==> src/rtl/game_pkg.sv <==
// rtl/game_pkg.sv - shared race FSM states, speed width and default tuning constants
//
// Contents:
//   race_state_t      : race FSM encoding (IDLE=0, RACE=1, CRASH=2, FINISH=3)
//   SPEED_W           : width of the player speed bus
//   DEF_*             : default tuning values for speed_controller parameters

package game_pkg;

    typedef enum logic [1:0] {
        IDLE   = 2'd0,
        RACE   = 2'd1,
        CRASH  = 2'd2,
        FINISH = 2'd3
    } race_state_t;

    localparam int SPEED_W = 10;

    localparam int DEF_MAX_SPEED    = 512;
    localparam int DEF_ACCEL        = 8;
    localparam int DEF_BRAKE        = 24;
    localparam int DEF_DRAG         = 2;
    localparam int DEF_CRASH_FRAMES = 60;

endpackage

==> src/rtl/speed_controller.sv <==
// rtl/speed_controller.sv - per-frame player speed and race state machine
//
// Ports:
//   clk            : system clock
//   resetN         : asynchronous active-low reset
//   startOfFrame   : one-cycle pulse per video frame; all speed steps happen here
//   start_race     : level, starts the race from IDLE on a frame pulse
//   gas, brake     : pedal levels, sampled on frame pulses in RACE
//   collision      : pulse from object collision logic, honoured only in RACE
//   distance_drove : signed distance accumulated by the distance tracker
//   track_length   : signed race length
//   player_speed   : registered current speed
//   race_state     : registered FSM state
//   crash_active   : registered, high while in CRASH
//   race_done      : registered, high while in FINISH

module speed_controller
    import game_pkg::*;
#(
    parameter int MAX_SPEED    = DEF_MAX_SPEED,
    parameter int ACCEL        = DEF_ACCEL,
    parameter int BRAKE        = DEF_BRAKE,
    parameter int DRAG         = DEF_DRAG,
    parameter int CRASH_FRAMES = DEF_CRASH_FRAMES
) (
    input  logic               clk,
    input  logic               resetN,
    input  logic               startOfFrame,
    input  logic               start_race,
    input  logic               gas,
    input  logic               brake,
    input  logic               collision,
    input  logic [31:0]        distance_drove,
    input  logic [31:0]        track_length,
    output logic [SPEED_W-1:0] player_speed,
    output logic [1:0]         race_state,
    output logic               crash_active,
    output logic               race_done
);

    localparam int CNT_W = (CRASH_FRAMES < 2) ? 1 : $clog2(CRASH_FRAMES + 1);

    localparam logic [CNT_W-1:0] CNT_LOAD = CNT_W'(CRASH_FRAMES);
    localparam logic [CNT_W-1:0] CNT_ONE  = CNT_W'(1);

    // Speed math is done one bit wider than the speed bus so that an
    // addition past the ceiling is caught before it can wrap.
    localparam logic [SPEED_W:0] MAX_W   = (SPEED_W + 1)'(MAX_SPEED);
    localparam logic [SPEED_W:0] ACCEL_W = (SPEED_W + 1)'(ACCEL);
    localparam logic [SPEED_W:0] BRAKE_W = (SPEED_W + 1)'(BRAKE);
    localparam logic [SPEED_W:0] DRAG_W  = (SPEED_W + 1)'(DRAG);

    race_state_t        state;
    logic [SPEED_W-1:0] speed;
    logic [CNT_W-1:0]   crash_cnt;
    logic               finish_hit;

    // Saturating speed step: up adds amt clamped at MAX_SPEED,
    // otherwise subtracts amt clamped at zero.
    function automatic logic [SPEED_W-1:0] speed_step(
        input logic [SPEED_W-1:0] spd,
        input logic               up,
        input logic [SPEED_W:0]   amt
    );
        logic [SPEED_W:0] wide;
        wide = {1'b0, spd};
        if (up) begin
            wide = wide + amt;
            if (wide > MAX_W) begin
                wide = MAX_W;
            end
        end else begin
            if (amt >= wide) begin
                wide = '0;
            end else begin
                wide = wide - amt;
            end
        end
        return wide[SPEED_W-1:0];
    endfunction

    // Both operands are two's-complement distances.
    assign finish_hit = $signed(distance_drove) >= $signed(track_length);

    always_ff @(posedge clk or negedge resetN) begin
        if (!resetN) begin
            state        <= IDLE;
            speed        <= '0;
            crash_cnt    <= '0;
            crash_active <= 1'b0;
            race_done    <= 1'b0;
        end else begin
            case (state)
                IDLE: begin
                    speed     <= '0;
                    crash_cnt <= '0;
                    if (startOfFrame && start_race) begin
                        state <= RACE;
                    end
                end

                RACE: begin
                    // Finish outranks a same-cycle collision and pedal step;
                    // speed is carried into FINISH unchanged.
                    if (finish_hit) begin
                        state     <= FINISH;
                        race_done <= 1'b1;
                    end else if (collision) begin
                        state        <= CRASH;
                        speed        <= '0;
                        crash_cnt    <= CNT_LOAD;
                        crash_active <= 1'b1;
                    end else if (startOfFrame) begin
                        if (brake) begin
                            speed <= speed_step(speed, 1'b0, BRAKE_W);
                        end else if (gas) begin
                            speed <= speed_step(speed, 1'b1, ACCEL_W);
                        end else begin
                            speed <= speed_step(speed, 1'b0, DRAG_W);
                        end
                    end
                end

                CRASH: begin
                    speed <= '0;
                    if (finish_hit) begin
                        state        <= FINISH;
                        crash_cnt    <= '0;
                        crash_active <= 1'b0;
                        race_done    <= 1'b1;
                    end else if (startOfFrame) begin
                        // <= 1 rather than == 1 so a zero load cannot stick here.
                        if (crash_cnt <= CNT_ONE) begin
                            state        <= RACE;
                            crash_cnt    <= '0;
                            crash_active <= 1'b0;
                        end else begin
                            crash_cnt <= crash_cnt - CNT_ONE;
                        end
                    end
                end

                FINISH: begin
                    // Coast down under braking; only reset leaves FINISH.
                    if (startOfFrame) begin
                        speed <= speed_step(speed, 1'b0, BRAKE_W);
                    end
                end

                default: begin
                    state        <= IDLE;
                    speed        <= '0;
                    crash_cnt    <= '0;
                    crash_active <= 1'b0;
                    race_done    <= 1'b0;
                end
            endcase
        end
    end

    assign player_speed = speed;
    assign race_state   = state;

endmodule
==> config.mk <==
export PLATFORM = sky130hd
export DESIGN_NAME = speed_controller
export DESIGN_NICKNAME = d
export VERILOG_FILES = /design/src/rtl/game_pkg.sv /design/src/rtl/speed_controller.sv
export SDC_FILE = /design/constraint.sdc
export NUM_CORES = 1
export LEC_CHECK = 0
export ABC_AREA = 1
export BUFFER_PORTS_ARGS = -buffer_cell sky130_fd_sc_hd__buf_2
export CELL_PAD_IN_SITES_DETAIL_PLACEMENT = 0
export CELL_PAD_IN_SITES_GLOBAL_PLACEMENT = 1
export CORE_UTILIZATION = 33
export DETAILED_ROUTE_END_ITERATION = 10
export PLACE_DENSITY = 0.81
export RECOVER_POWER = 100
export SYNTH_ARGS = -nofsm -noshare
export SYNTH_HDL_FRONTEND = slang
export SYNTH_SLANG_ARGS = --single-unit
==> constraint.sdc <==
create_clock -name clk -period 1.75 [get_ports clk]
set_input_delay 0.0875 -clock clk [delete_from_list [all_inputs] [get_ports clk]]
set_output_delay 0.0875 -clock clk [all_outputs]
set_load 0.01 [all_outputs]
==> impl_metrics.json <==
{
  "p_sw_frac": 0.461,
  "portBuffers": 84,
  "final_nets": 650,
  "powerDensity_nw_per_um2": 987,
  "violations": "negative setup slack",
  "worst-r2r-setup-slack_ns": -0.13,
  "p_sw_uw": 1790,
  "tightest_slew_ns": 1.15,
  "crit_path_end_kind": "flop",
  "finalSetupViolCount": 15,
  "ys_top_cells_by_area": "ha_1 (20%), dfrtp_1 (19%), nand2_1 (14%), inv_1 (10%), xor2_1 (4.6%)",
  "yosysWarnings": 0,
  "combPwrFrac": 0.697,
  "grt_busiest_layer": "met2",
  "yosysTopAreaCell": "ha_1",
  "grt-ovfl-total": 0,
  "ys_seq_area_frac": 0.186,
  "syn-cell-area_um2": 2680,
  "drt_iter0_drc": 94,
  "placed_area_um2": 3590,
  "syn_area_per_cell_um2": 6.71,
  "ant_nets": 0,
  "report.final.slew_viol_count": 0,
  "via_count": 2927,
  "die-height_um": 92.2,
  "clkTransAtPathRegs_ns": 0.08,
  "met1_usage": 0.246,
  "synth_fp_nets": 514,
  "drc": 0,
  "relSlewSlack": 0.236,
  "setup_ws_ns": -0.132,
  "cp.required_ns": 1.96,
  "worstSkewPairLatency_ns": 0.27,
  "post-route-util": 0.503,
  "cts_sinks": 20,
  "ioPinCount": 85,
  "p_seq_frac": 0.178,
  "finalHoldViolations": 0,
  "wl_per_cell_um": 11.7,
  "grt_util_met2": 0.317,
  "worstPathArrival_ns": 2.09,
  "start_kind": "flop",
  "clkPwrFrac": 0.125,
  "grt_max_degree": 21,
  "final.fill_count": 767,
  "fin_area_um2": 3930,
  "max_freq_mhz": 531,
  "timing.rr.end": "player_speed[2]$_DFFE_PN0P_",
  "grtUsageMet3": 0.0174,
  "drt-pass1-iter-count": 4,
  "netlist_instances": 400,
  "rsz0062_at_grt": "true",
  "cts_root_buffer": "clkbuf_8",
  "grt_pass1_vias": 2878,
  "grt_pass1_wl_mm": 12.7,
  "cts_tree": "built",
  "worstSetupPathType": "reg -> reg",
  "synth_cell_types": 35,
  "synth-seq-cells": 20,
  "maxCapViolCount": 0,
  "dp_hpwl_mm": 6.07,
  "p_int_uw": 2090,
  "fp.dieW_um": 92.2,
  "crit_end": "player_speed[2]$_DFFE_PN0P_",
  "clock_path_buffers": 2,
  "via_per_inst": 4.59,
  "rr_worst_depth": 13,
  "hp-class": "in -> reg",
  "crit_start": "player_speed[3]$_DFFE_PN0P_",
  "peakVddDrop_uv": 447,
  "status": "finished, violations left",
  "area_delta_synth_final_pct": 46.4,
  "fin_crit_sh": 1.08,
  "grtUsageTotal": 0.181,
  "fin_skew_ns": 0.0104,
  "drive_above_1_share": 0.372,
  "path_max_fanout": 5,
  "htreeDepth": 1,
  "antenna_found_initial": 0,
  "start_util": 0.344,
  "numCtsBuffers": 3,
  "antenna_cells": 0,
  "period_needed_ns": 1.88,
  "p_leak_uw": 0.00218,
  "die-area_um2": 8500,
  "wirelength_mm": 7.48,
  "place_congestion": 0.863,
  "rows": 32,
  "fp.coreArea_um2": 7810,
  "r2r-start": "player_speed[3]$_DFFE_PN0P_",
  "synth.top_cell.area_share": 0.200
}
## worst max-delay path: stages, from the launching register on
cell       delay (ns)
dfrtp_2          0.47
inv_4            0.09
ha_4             0.21
nor3_4           0.13
o2111ai_1        0.13
nor2_1           0.11
nand3_1          0.09
nand2_2          0.15
nand4_1          0.14
inv_1            0.10
nor2_2           0.05
nand2_1          0.07
nand2_1          0.05
nand2_1          0.06
## cells in the mapped netlist
library cell  instances
nand2_1              97
inv_1                73
ha_1                 43
nor2_1               28
o21ai_0              22
a21oi_1              21
dfrtp_1              20
nand3_1              19
xor2_1               14
nand4_1              10
o21ai_2               8
nor3_1                6
nand3_2               3
nor2_2                3
nor4_1                3
o21a_1                3
o22ai_1               3
xnor2_1               3
buf_2                 2
clkbuf_1              2
inv_2                 2
nand2_4               2
a21o_1                1
a22oi_1               1
and2_1                1
buf_6                 1
inv_4                 1
nand2_2               1
nand3_4               1
nor2_4                1
nor4_4                1
o2111ai_1             1
o211ai_1              1
o21ai_1               1
or4_1                 1
## state kept, by name, indices dropped and copies added (netlist names)
signal	flops
player_speed	10
crash_cnt	6
race_done	1
race_state	2
crash_active	1
## power groups by stage
stage / combinational (uW) / clock, uW / sequential [uW]
after detailed placement: 2370 / 0 / 688
after global placement: 2340 / 0 / 689
after CTS: 2480 / 497 / 687
after floorplan: 1510 / 0 / 701
final: 2700 / 483 / 690
after global routing: 3010 / 510 / 702
## kinds of logic after synthesis
kind of cell               Yosys count  share of synthesized area
AOI/OAI and AO/OA                   62                      0.135
xor gates and xnor gates            17                     0.0555
DFF                                 20                      0.186
and+or+nand+nor                    177                      0.304
buffers and inverters               81                      0.118
adders and majority gates           43                      0.200
## through the flow
step	TNS [ns]	power (uW)	setup WS (ns)	hold WS, ns	std cells
detailed placement	-4.69	3060	-0.285	0.0817	628
CTS	-0.921	3670	-0.138	0.181	635
global placement	-3.80	3030	-0.245	0.0818	628
global route	-3.85	4220	-0.306	0.225	637
floorplan	0	2210	0.000245	-0.208	400
finish	-1.04	3880	-0.132	0.181	637
## metal layers
layer / part of all wire / vias to the layer above / routed length, um
met4: 0.0029 / 0 / 22
li1: - / 1565 / -
met1: 0.49 / 1310 / 3680
met5: 0 / - / 0
met2: 0.48 / 50 / 3570
met3: 0.027 / 2 / 200
## what timing repair did
item / in CTS / in global routing
setup endpoints to repair: 10 / 19
pin swaps: 6 / 23
hold buffers: 1 / 0
hold endpoints to repair: 20 / 0
gates resized for setup: 14 / 47
setup buffers: 2 / 2
## cell type report
cell class	instances	area, um2	share of cell area
Timing Repair Buffer	136	830	0.211
Multi-Input combinational cell	299	2100	0.536
Clock inverter	1	30.0	0.00764
Clock buffer	3	41.3	0.0105
Tap cell	102	128	0.0325
Sequential cell	20	503	0.128
Inverter	76	293	0.0745
## how the worst min path moves through the flow
stage | startpoint | end | depth (start not counted)
finish | brake | player_speed[1]$_DFFE_PN0P_ | 4
global route | brake | player_speed[2]$_DFFE_PN0P_ | 4
floorplan | resetN | crash_active$_DFFE_PN0P_ | 0
CTS | brake | player_speed[1]$_DFFE_PN0P_ | 4
detailed placement | resetN | player_speed[6]$_DFFE_PN0P_ | 1
global placement | resetN | player_speed[6]$_DFFE_PN0P_ | 1
## layout by cell type (no fill, tap or decap), drive strengths merged
cell         Yosys  final
a21o             1      1
a21oi           21     21
a22oi            1      1
and2             1      1
buf              3    124
bufinv           0      1
clkbuf           2     14
dfrtp           20     20
dlygate4sd3      0      1
ha              43     43
inv             76     76
nand2          100    100
nand3           23     23
nand4           10     10
nor2            32     32
nor3             6      6
nor4             4      4
o2111ai          1      1
o211ai           1      1
o21a             3      3
o21ai           31     31
o22ai            3      3
or4              1      1
xnor2            3      3
xor2            14     14
(Power assumes the default switching activity.)
